$ cat src/rtl/ps_pkg.sv
// Shared encodings for the load/store stage: access types, size codes and FSM states.
package ps_pkg;

   localparam int RD_ADD_W = 7;

   localparam logic [2:0] LD_NONE = 3'd0;
   localparam logic [2:0] LD_B    = 3'd1;
   localparam logic [2:0] LD_H    = 3'd2;
   localparam logic [2:0] LD_W    = 3'd3;
   localparam logic [2:0] LD_BU   = 3'd5;
   localparam logic [2:0] LD_HU   = 3'd6;

   localparam logic [2:0] ST_NONE = 3'd0;
   localparam logic [2:0] ST_B    = 3'd1;
   localparam logic [2:0] ST_H    = 3'd2;
   localparam logic [2:0] ST_W    = 3'd3;

   // Access size lives in the low two bits of both load and store encodings.
   localparam logic [1:0] SZ_B = 2'd1;
   localparam logic [1:0] SZ_H = 2'd2;
   localparam logic [1:0] SZ_W = 2'd3;

   typedef enum logic {
      S_IDLE = 1'b0,
      S_BUSY = 1'b1
   } ps_state_e;

   function automatic logic ld_is_valid(input logic [2:0] t);
      return (t == LD_B) || (t == LD_H) || (t == LD_W) || (t == LD_BU) || (t == LD_HU);
   endfunction

   function automatic logic st_is_valid(input logic [2:0] t);
      return (t == ST_B) || (t == ST_H) || (t == ST_W);
   endfunction

endpackage

$ cat src/rtl/ps_mem_align.sv
// Byte-enable generation, misalignment detection and load lane extraction/extension.
module ps_mem_align
   import ps_pkg::*;
(
   input  logic [1:0]  req_size,
   input  logic [1:0]  req_off,
   output logic [3:0]  req_be,
   output logic        req_misalign,
   input  logic [2:0]  ld_type,
   input  logic [1:0]  ld_off,
   input  logic [31:0] ld_word,
   output logic [31:0] ld_data
);

   logic [7:0]  byte_sel;
   logic [15:0] half_sel;

   function automatic logic signed [31:0] sext8(input logic signed [7:0] v);
      return 32'(v);
   endfunction

   function automatic logic signed [31:0] sext16(input logic signed [15:0] v);
      return 32'(v);
   endfunction

   always_comb begin
      req_be       = 4'b0000;
      req_misalign = 1'b0;
      case (req_size)
         SZ_B: req_be = 4'b0001 << req_off;
         SZ_H: begin
            req_be       = req_off[1] ? 4'b1100 : 4'b0011;
            req_misalign = req_off[0];
         end
         SZ_W: begin
            req_be       = 4'b1111;
            req_misalign = |req_off;
         end
         default: ;
      endcase
   end

   always_comb begin
      case (ld_off)
         2'd0:    byte_sel = ld_word[7:0];
         2'd1:    byte_sel = ld_word[15:8];
         2'd2:    byte_sel = ld_word[23:16];
         default: byte_sel = ld_word[31:24];
      endcase
      half_sel = ld_off[1] ? ld_word[31:16] : ld_word[15:0];
      case (ld_type)
         LD_B:    ld_data = sext8(byte_sel);
         LD_BU:   ld_data = {24'd0, byte_sel};
         LD_H:    ld_data = sext16(half_sel);
         LD_HU:   ld_data = {16'd0, half_sel};
         default: ld_data = ld_word;
      endcase
   end

endmodule

$ cat src/rtl/ps_memory.sv
// Load/store stage: single outstanding data-memory access with req/ack handshake,
// store sizing, load extension, misalign/timeout error reporting.
module ps_memory
   import ps_pkg::*;
#(
   parameter int unsigned TIMEOUT = 255
) (
   input  logic                clk,
   input  logic                reset,
   input  logic                pause,
   input  logic [2:0]          ex_mem_ren,
   input  logic [31:0]         ex_mem_radd,
   input  logic [RD_ADD_W-1:0] ex_mem_rd_add,
   input  logic [2:0]          ex_mem_wen,
   input  logic [31:0]         ex_mem_wadd,
   input  logic [31:0]         ex_mem_wdata,
   output logic                dm_req,
   output logic                dm_we,
   output logic [31:0]         dm_addr,
   output logic [3:0]          dm_be,
   output logic [31:0]         dm_wdata,
   input  logic                dm_ack,
   input  logic [31:0]         dm_rdata,
   output logic                mem_rd_en,
   output logic [RD_ADD_W-1:0] mem_rd_add,
   output logic [31:0]         mem_rd_data,
   output logic                mem_pause,
   output logic                mem_err,
   output logic [31:0]         mem_err_addr
);

   localparam logic [7:0] WAIT_LAST = 8'(TIMEOUT - 1);

   ps_state_e           state_q, state_d;
   logic [7:0]          wait_q, wait_d;
   logic                dm_req_q, dm_req_d;
   logic                dm_we_q, dm_we_d;
   logic [31:0]         dm_addr_q, dm_addr_d;
   logic [3:0]          dm_be_q, dm_be_d;
   logic [31:0]         dm_wdata_q, dm_wdata_d;
   logic [2:0]          ld_type_q, ld_type_d;
   logic [1:0]          off_q, off_d;
   logic [RD_ADD_W-1:0] rd_tag_q, rd_tag_d;
   logic [31:0]         byte_addr_q, byte_addr_d;
   logic                mem_rd_en_q, mem_rd_en_d;
   logic [RD_ADD_W-1:0] mem_rd_add_q, mem_rd_add_d;
   logic [31:0]         mem_rd_data_q, mem_rd_data_d;
   logic                mem_err_q, mem_err_d;
   logic [31:0]         mem_err_addr_q, mem_err_addr_d;
   logic                err_pend_q, err_pend_d;
   logic [31:0]         err_pend_addr_q, err_pend_addr_d;

   logic        ld_ok, st_ok, acc_ok, capture;
   logic [1:0]  req_size;
   logic [31:0] req_addr;
   logic [3:0]  req_be;
   logic        req_misalign;
   logic [31:0] ld_data;
   logic        err_new;
   logic [31:0] err_new_addr;

   ps_mem_align u_align (
      .req_size     (req_size),
      .req_off      (req_addr[1:0]),
      .req_be       (req_be),
      .req_misalign (req_misalign),
      .ld_type      (ld_type_q),
      .ld_off       (off_q),
      .ld_word      (dm_rdata),
      .ld_data      (ld_data)
   );

   // Load wins when both a load and a store are presented together.
   always_comb begin
      ld_ok    = ld_is_valid(ex_mem_ren);
      st_ok    = st_is_valid(ex_mem_wen);
      acc_ok   = ld_ok || st_ok;
      req_size = ld_ok ? ex_mem_ren[1:0] : ex_mem_wen[1:0];
      req_addr = ld_ok ? ex_mem_radd : ex_mem_wadd;
      capture  = acc_ok && !pause &&
                 ((state_q == S_IDLE) || ((state_q == S_BUSY) && dm_ack));
   end

   always_comb begin
      state_d         = state_q;
      wait_d          = wait_q;
      dm_req_d        = dm_req_q;
      dm_we_d         = dm_we_q;
      dm_addr_d       = dm_addr_q;
      dm_be_d         = dm_be_q;
      dm_wdata_d      = dm_wdata_q;
      ld_type_d       = ld_type_q;
      off_d           = off_q;
      rd_tag_d        = rd_tag_q;
      byte_addr_d     = byte_addr_q;
      mem_rd_en_d     = 1'b0;
      mem_rd_add_d    = mem_rd_add_q;
      mem_rd_data_d   = mem_rd_data_q;
      mem_err_d       = 1'b0;
      mem_err_addr_d  = mem_err_addr_q;
      err_pend_d      = 1'b0;
      err_pend_addr_d = err_pend_addr_q;
      err_new         = 1'b0;
      err_new_addr    = 32'd0;

      if (state_q == S_BUSY) begin
         if (dm_ack) begin
            if (ld_type_q != LD_NONE) begin
               mem_rd_en_d   = 1'b1;
               mem_rd_add_d  = rd_tag_q;
               mem_rd_data_d = ld_data;
            end
            state_d  = S_IDLE;
            dm_req_d = 1'b0;
            wait_d   = 8'd0;
         end else if (wait_q == WAIT_LAST) begin
            state_d      = S_IDLE;
            dm_req_d     = 1'b0;
            wait_d       = 8'd0;
            err_new      = 1'b1;
            err_new_addr = byte_addr_q;
         end else begin
            wait_d = wait_q + 8'd1;
         end
      end

      if (capture) begin
         if (req_misalign) begin
            err_new      = 1'b1;
            err_new_addr = req_addr;
         end else begin
            state_d     = S_BUSY;
            dm_req_d    = 1'b1;
            wait_d      = 8'd0;
            dm_we_d     = !ld_ok;
            dm_addr_d   = {req_addr[31:2], 2'b00};
            dm_be_d     = req_be;
            dm_wdata_d  = ex_mem_wdata;
            ld_type_d   = ld_ok ? ex_mem_ren : LD_NONE;
            off_d       = req_addr[1:0];
            rd_tag_d    = ex_mem_rd_add;
            byte_addr_d = req_addr;
         end
      end

      // An error raised alongside a load writeback is held one cycle so the two
      // pulses never coincide; a held error always drains while the FSM is idle.
      if (err_pend_q) begin
         mem_err_d      = 1'b1;
         mem_err_addr_d = err_pend_addr_q;
         err_pend_d     = err_new;
         if (err_new) err_pend_addr_d = err_new_addr;
      end else if (err_new && mem_rd_en_d) begin
         err_pend_d      = 1'b1;
         err_pend_addr_d = err_new_addr;
      end else if (err_new) begin
         mem_err_d      = 1'b1;
         mem_err_addr_d = err_new_addr;
      end
   end

   always_ff @(posedge clk) begin
      if (reset) begin
         state_q         <= S_IDLE;
         wait_q          <= 8'd0;
         dm_req_q        <= 1'b0;
         dm_we_q         <= 1'b0;
         dm_addr_q       <= 32'd0;
         dm_be_q         <= 4'd0;
         dm_wdata_q      <= 32'd0;
         ld_type_q       <= LD_NONE;
         off_q           <= 2'd0;
         rd_tag_q        <= '0;
         byte_addr_q     <= 32'd0;
         mem_rd_en_q     <= 1'b0;
         mem_rd_add_q    <= '0;
         mem_rd_data_q   <= 32'd0;
         mem_err_q       <= 1'b0;
         mem_err_addr_q  <= 32'd0;
         err_pend_q      <= 1'b0;
         err_pend_addr_q <= 32'd0;
      end else begin
         state_q         <= state_d;
         wait_q          <= wait_d;
         dm_req_q        <= dm_req_d;
         dm_we_q         <= dm_we_d;
         dm_addr_q       <= dm_addr_d;
         dm_be_q         <= dm_be_d;
         dm_wdata_q      <= dm_wdata_d;
         ld_type_q       <= ld_type_d;
         off_q           <= off_d;
         rd_tag_q        <= rd_tag_d;
         byte_addr_q     <= byte_addr_d;
         mem_rd_en_q     <= mem_rd_en_d;
         mem_rd_add_q    <= mem_rd_add_d;
         mem_rd_data_q   <= mem_rd_data_d;
         mem_err_q       <= mem_err_d;
         mem_err_addr_q  <= mem_err_addr_d;
         err_pend_q      <= err_pend_d;
         err_pend_addr_q <= err_pend_addr_d;
      end
   end

   assign dm_req       = dm_req_q;
   assign dm_we        = dm_we_q;
   assign dm_addr      = dm_addr_q;
   assign dm_be        = dm_be_q;
   assign dm_wdata     = dm_wdata_q;
   assign mem_rd_en    = mem_rd_en_q;
   assign mem_rd_add   = mem_rd_add_q;
   assign mem_rd_data  = mem_rd_data_q;
   assign mem_err      = mem_err_q;
   assign mem_err_addr = mem_err_addr_q;
   assign mem_pause    = (state_q == S_BUSY) && !dm_ack;

endmodule

$ cat config.mk
export PLATFORM = sky130hd
export DESIGN_NAME = ps_memory
export DESIGN_NICKNAME = d
export VERILOG_FILES = /design/src/rtl/ps_pkg.sv /design/src/rtl/ps_mem_align.sv /design/src/rtl/ps_memory.sv
export SDC_FILE = /design/constraint.sdc
export NUM_CORES = 1
export LEC_CHECK = 0
export BUFFER_PORTS_ARGS = -buffer_cell sky130_fd_sc_hd__buf_2
export CAP_MARGIN = 0
export CORE_MARGIN = 3
export CORE_UTILIZATION = 53
export CTS_CLUSTER_DIAMETER = 30
export DETAILED_ROUTE_END_ITERATION = 7
export PLACE_DENSITY = 0.91
export SLEW_MARGIN = 10
export SYNTH_ARGS = -nofsm -noshare
export SYNTH_HDL_FRONTEND = slang
export SYNTH_SLANG_ARGS = --single-unit
$ cat constraint.sdc
create_clock -name clk -period 5.3 [get_ports clk]
set_clock_uncertainty 0.15 [all_clocks]
set_input_delay 1.06 -clock clk [delete_from_list [all_inputs] [get_ports clk]]
set_output_delay 1.06 -clock clk [all_outputs]
set_load 0.01 [all_outputs]
# [Yosys cells after proc, flatten, opt, wreduce, memory -nomap -nowiden]
# Cells that the tools add are included.
# Widths: inputs -> output; s select.
[classes] n_addsub=1 mul=0 div=0 n_lt_le_gt_ge=0 n_eq_ne=20 shift=1 mux=47 bitwise=2 reduce_logical=25
[op_table] operator="$mux 32" n=11
[op_table] operator="$pmux 32 s4" n=1
[op_table] operator="$mux 8" n=5
[op_table] operator="$pmux 8 s3" n=1
[op_table] operator="$mux 1" n=23
[op_table] operator="$mux 16" n=1
[op_table] operator="$eq 3x2->1 const B" n=5
[op_table] operator="$eq 3x3->1 const B" n=4
[op_table] operator="$pmux 4 s3" n=1
[op_table] operator="$eq 3x1->1 const B" n=3
[op_table] operator="$add 8x1->8 const B" n=1
[op_table] operator="$eq 8x8->1 const B" n=1
[op_table] operator="$logic_or 1x1->1" n=8
[op_table] operator="$eq 2x2->1 const B" n=3
[op_table] operator="$reduce_and 2->1" n=3
[op_table] operator="$logic_and 1x1->1" n=5
[op_table] operator="$eq 2x1->1 const B" n=2
[op_table] operator="$mux 4" n=1
[op_table] operator="$reduce_bool 2->1" n=2
[op_table] operator="$shl 1x2->4 const A" n=1
[op_table] operator="$logic_not 1->1" n=3
[op_table] operator="$mux 3" n=1
[op_table] operator="$reduce_and 3->1" n=1
[op_table] operator="$reduce_bool 3->1" n=1
[op_table] operator="7 further kinds" n=8
[totals] regBits=227 latch_bits=0 ram_bits=0 rom_bits=0 out_inout_bits=144 n_memories=0

# [Depth between registers and ports, before layout]
[depth] ltp_word=13 depth_mapped=10 ltp_nobuf=8

# [Modules after synthesis]
# From an unflattened synthesis, not the netlist that was laid out.
[unflattened] hier_cells=1164 area_unflattened_um2=9776.9
[modules_own_cells] module="ps_memory" instances=1 cells_per_inst=1003 area_per_inst_um2=8603.3
[modules_own_cells] module="ps_mem_align" instances=1 cells_per_inst=161 area_per_inst_um2=1173.6

# [Worst setup path before layout]
# OpenSTA, ideal clock, no wires.
[synth_path] path_type="input to register" start="in ex_mem_ren[1]" end="reg mem_err_addr_q[1] (netlist: mem_err_addr[1])" setup_time_ns=0.117 arrival_time_ns=2.584 required_time_ns=5.033 setup_slack_ns=2.449 stages=7 n_path_buf=2 path_cell_list="a21boi_2 > o311ai_1 > clkbuf_1 > a2111o_1 > buf_2 > o221ai_1 > a22o_1"
[synth_via] elab_chain_cells=13 word_cells_on_any_way=29 classes_between="eq/ne: 8; mux: 10; reduce/logical: 11"
[synth_rtl] item="from (decl)" line="ps_memory.sv:11" text="input logic [2:0] ex_mem_ren,"
[synth_rtl] item="$eq 3x1->1 or $eq 3x2->1 (tied branches)" line="ps_pkg.sv:29" text="return (t == LD_B) || (t == LD_H) || (t == LD_W) || (t == LD_BU) || (t == LD_HU);"
[synth_rtl] item="$logic_or 1x1->1 (4 in series)" line="ps_pkg.sv:29"
[synth_rtl] item="$mux 2 or $mux 32 (tied branches)" line="ps_memory.sv:78, ps_memory.sv:79"
[synth_rtl] item="$eq 2x2->1 or $reduce_or 2->1 (tied branches)" line="ps_mem_align.sv:29, ps_mem_align.sv:37"
[synth_rtl] item="$pmux 1 s2" line="ps_mem_align.sv:29" text="case (req_size)"
[synth_rtl] item="$mux 32 or $mux 1 (tied branches)" line="ps_memory.sv:128" text="if (req_misalign) begin"
[synth_rtl] item="$mux 32 or $mux 1 (tied branches)" line="ps_memory.sv:127" text="if (capture) begin"
[synth_rtl] item="$mux 32 or $logic_and 1x1->1 (tied branches)" line="ps_memory.sv:156, ps_memory.sv:153"
[synth_rtl] item="$mux 32 or $ne 2x2->1 (tied branches)"
[synth_rtl] item="$mux 32 or $reduce_and 2->1 (tied branches)"
[synth_rtl] item="to (signal assigned)" line="ps_memory.sv:198" text="mem_err_addr_q <= mem_err_addr_d;"
[synth_rtl] item="to (decl)" line="ps_memory.sv:49" text="logic [31:0] mem_err_addr_q, mem_err_addr_d;"
# Several ways; a longest one is shown, not always the timed one. The select of a mux whose other input is x is not followed.
# A chain may end at the register's enable or synchronous reset.

# [Worst setup path in the final report]
[layout_path] start="in ex_mem_ren[0]" end="reg mem_err_addr_q[29] (netlist: mem_err_addr[29])"
# Same word-level chain as after synthesis.

==> flow_summary.json <==
{
  "status": "complete, no violations",
  "initial_utilization_pct": 54.4,
  "cts_sinks": 195,
  "synthCells": 1063,
  "nNetsFinal": 1412,
  "hold_violations": 0,
  "synth-seq-cells": 195,
  "synth-seq-area-share_pct": 43.1,
  "crit_fanout": 33,
  "layout_min_cycle_time_ps": 3650,
  "antenna_cells": 0,
  "syn_avg_cell_area_um2": 8.51,
  "timing.fmax_ghz": 0.274,
  "ant_nets": 0,
  "cts_resized": 0,
  "yosysUniqueCellTypes": 55,
  "rsz0062_at_grt": "no",
  "synth-xor-area-share_pct": 0,
  "drive_gt1_share_pct": 28.7,
  "power_leakage_nw": 4.72,
  "clk_pin_slew_ps": 70,
  "synth-edff-count": 0,
  "io_pins": 289,
  "synth_flop_cell": "dfxtp_1",
  "htree_num_levels": 4,
  "yosysWarnings": 0,
  "rows": 47,
  "cts_setup_buffers": 0,
  "vias": 9238,
  "setup_tns_ps": 0,
  "insertion_delay_ps": 430,
  "drt-wirelength-per-cell_um": 18.9,
  "vias_per_cell": 6.18,
  "async_flop_share_pct": 0,
  "post-dp-hpwl_um": 18900,
  "vdd.ir_drop.worst_mv": 0.259,
  "drv_slew": 0,
  "grt_pass1_wl_um": 42600,
  "clock_path_buffers": 2,
  "grt_pass1_vias": 8300,
  "critPathCaptureType": "register",
  "yosys.area_share.adder_pct": 0.691,
  "synth_mux_area_share_pct": 5.31,
  "dieHeight_um": 137,
  "hold_path_class": "register to register",
  "core_area_mm2": 0.0166,
  "root_buffer": "clkbuf_16",
  "syn2layout_area_growth_pct": 20.6,
  "synth_top_family_by_area": "compound AO/OA/AOI/OAI gates",
  "synth-simple-area-share_pct": 11.2,
  "crit_path_start_kind": "input pin",
  "period_share_pct": 68.9,
  "power_density_mw_per_mm2": 310,
  "cts_tree": "built",
  "gp_congestion": 0.918,
  "crit_required_ps": 5520,
  "maxSlewHeadroom_pct": 36.2,
  "worst_hold_slack_ps": 307,
  "dieArea_mm2": 0.0187,
  "grt.total_usage_pct": 28.6,
  "dr.pass1.iters": 6,
  "critPathArrivalTime_ps": 3870,
  "port-buffer-count": 286,
  "cts_buffers": 17,
  "antenna_found_initial": 0,
  "setup_viol": 0,
  "cap_viol_max_count": 0,
  "postCtsHoldBufs": 0,
  "worstMarginPinSlew_ps": 955,
  "crit_type": "input pin to register",
  "grt_max_degree": 68,
  "drt_iter0_markers": 845,
  "netlist_area_mm2": 0.00905,
  "synth-compound-area-share_pct": 31.6,
  "drt_wl_total_um": 28300,
  "drc_errors": 0,
  "die_x_um": 137,
  "grt.overflow.total": 0
}
cell usage after synthesis (all sizes together) (2+ instances only):
cell type / n / area, µm²
a22oi: 9 / 67.6
nor3: 5 / 36.3
a21oi: 151 / 759
nand2b: 8 / 50.1
mux2: 4 / 45.0
clkbuf: 67 / 251
nor2b: 3 / 18.8
a22o: 32 / 280
a211oi: 35 / 263
ha: 5 / 62.6
mux2i: 40 / 413
clkinv: 2 / 7.51
o211a: 2 / 20.0
and3: 4 / 25.0
nand3: 45 / 225
o22ai: 2 / 18.8
inv: 17 / 63.8
dfxtp: 195 / 3900
a32o: 31 / 310
nand2: 120 / 450
a31oi: 2 / 18.8
nor2: 41 / 159
o221ai: 40 / 350
o21ai: 110 / 551
buf: 61 / 409
a21boi: 3 / 30.0
a311oi: 3 / 26.3
a21o: 10 / 75.1
power breakdown:
group	internal (W)	total (W)	switching, W
clock	0.000710	0.00131	0.000605
sequential	0.00152	0.00156	0.0000416
combinational	0.000186	0.000510	0.000324
final timing paths:
check                           start                            end  slack [ps]  cells after the start
min          rd_tag_q[2]$_SDFFE_PP0P_     mem_rd_add[2]$_SDFFE_PP0P_         310                      2
max                     ex_mem_ren[0]  mem_err_addr[29]$_SDFFE_PP0P_        1650                      9
max reg2reg        state_q$_SDFF_PP0_  mem_err_addr[29]$_SDFFE_PP0P_        2150                      8
min reg2reg  rd_tag_q[2]$_SDFFE_PP0P_     mem_rd_add[2]$_SDFFE_PP0P_         310                      2
critical path: stages:
cell	delay, ps
buf_2	140
nor2b_1	210
nor2_4	240
buf_4	510
mux2_2	320
o21ai_2	70
buf_4	240
a21oi_4	790
a22o_1	260
metal layers:
layer / vias to the layer above / part of all wire, % / track usage, %
li1: 4280 / - / -
met1: 4318 / 39 / 35.1
met2: 571 / 49 / 48.0
met3: 69 / 9.2 / 6.32
met4: 0 / 3.5 / 12.7
met5: - / 0 / 0
cell families after synthesis:
| logic type | after synthesis |
|---|---|
| other | 1 |
| adders and majority gates | 5 |
| buffers and inverters | 147 |
| muxes | 45 |
| AOI/OAI and AO/OA | 437 |
| DFF | 195 |
| and+or+nand+nor | 233 |
registers in the layout, summed over array words and instances (netlist names):
signal and flops:
dm_wdata 32, err_pend_addr_q 32, mem_err_addr 32, mem_rd_data 32, byte_addr_q 31, wait_q 8, mem_rd_add 7, rd_tag_q 7
dm_be 4, ld_type_q 3, dm_req 1, dm_we 1, err_pend_q 1, mem_err 1, mem_rd_en 1, off_q 1
state_q 1
cells in the final DEF, fill, tap and decap left out, drive strengths merged, types with 5 or more instances in the layout:
master / instances
a22oi: 9
nand2: 120
nor2: 41
o221ai: 40
clkinvlp: 5
nor3: 5
dfxtp: 195
nand2b: 8
clkinv: 5
buf: 307
clkbuf: 17
a21o: 10
a211oi: 35
ha: 5
inv: 22
o21ai: 110
a22o: 32
a32o: 31
a21oi: 151
nand3: 45
mux2i: 40
stage by stage:
step           worst slack (ps)  cell area (µm²)  utilization [%]  power, W  std cells
2_1_floorplan              2450             9050                -   0.00192       1064
3_3_place_gp               1310            10300             62.0   0.00208       1463
3_5_place_dp               1210            10300             62.0   0.00209       1463
4_1_cts                    1680            10900             65.6   0.00339       1495
5_1_grt                    1480            10900             65.6   0.00350       1495
6_report                   1650            10900             65.6   0.00339       1495
final cells by class:
type | count | area, µm²
multi-input combinational | 722 | 4470
sequential | 195 | 3910
clock buffer | 17 | 425
timing repair buffer | 307 | 1590
clock inverter | 15 | 174
inverter | 19 | 71.3
tap | 220 | 275
fill | 1353 | 5730
(Power assumes the default switching activity.)
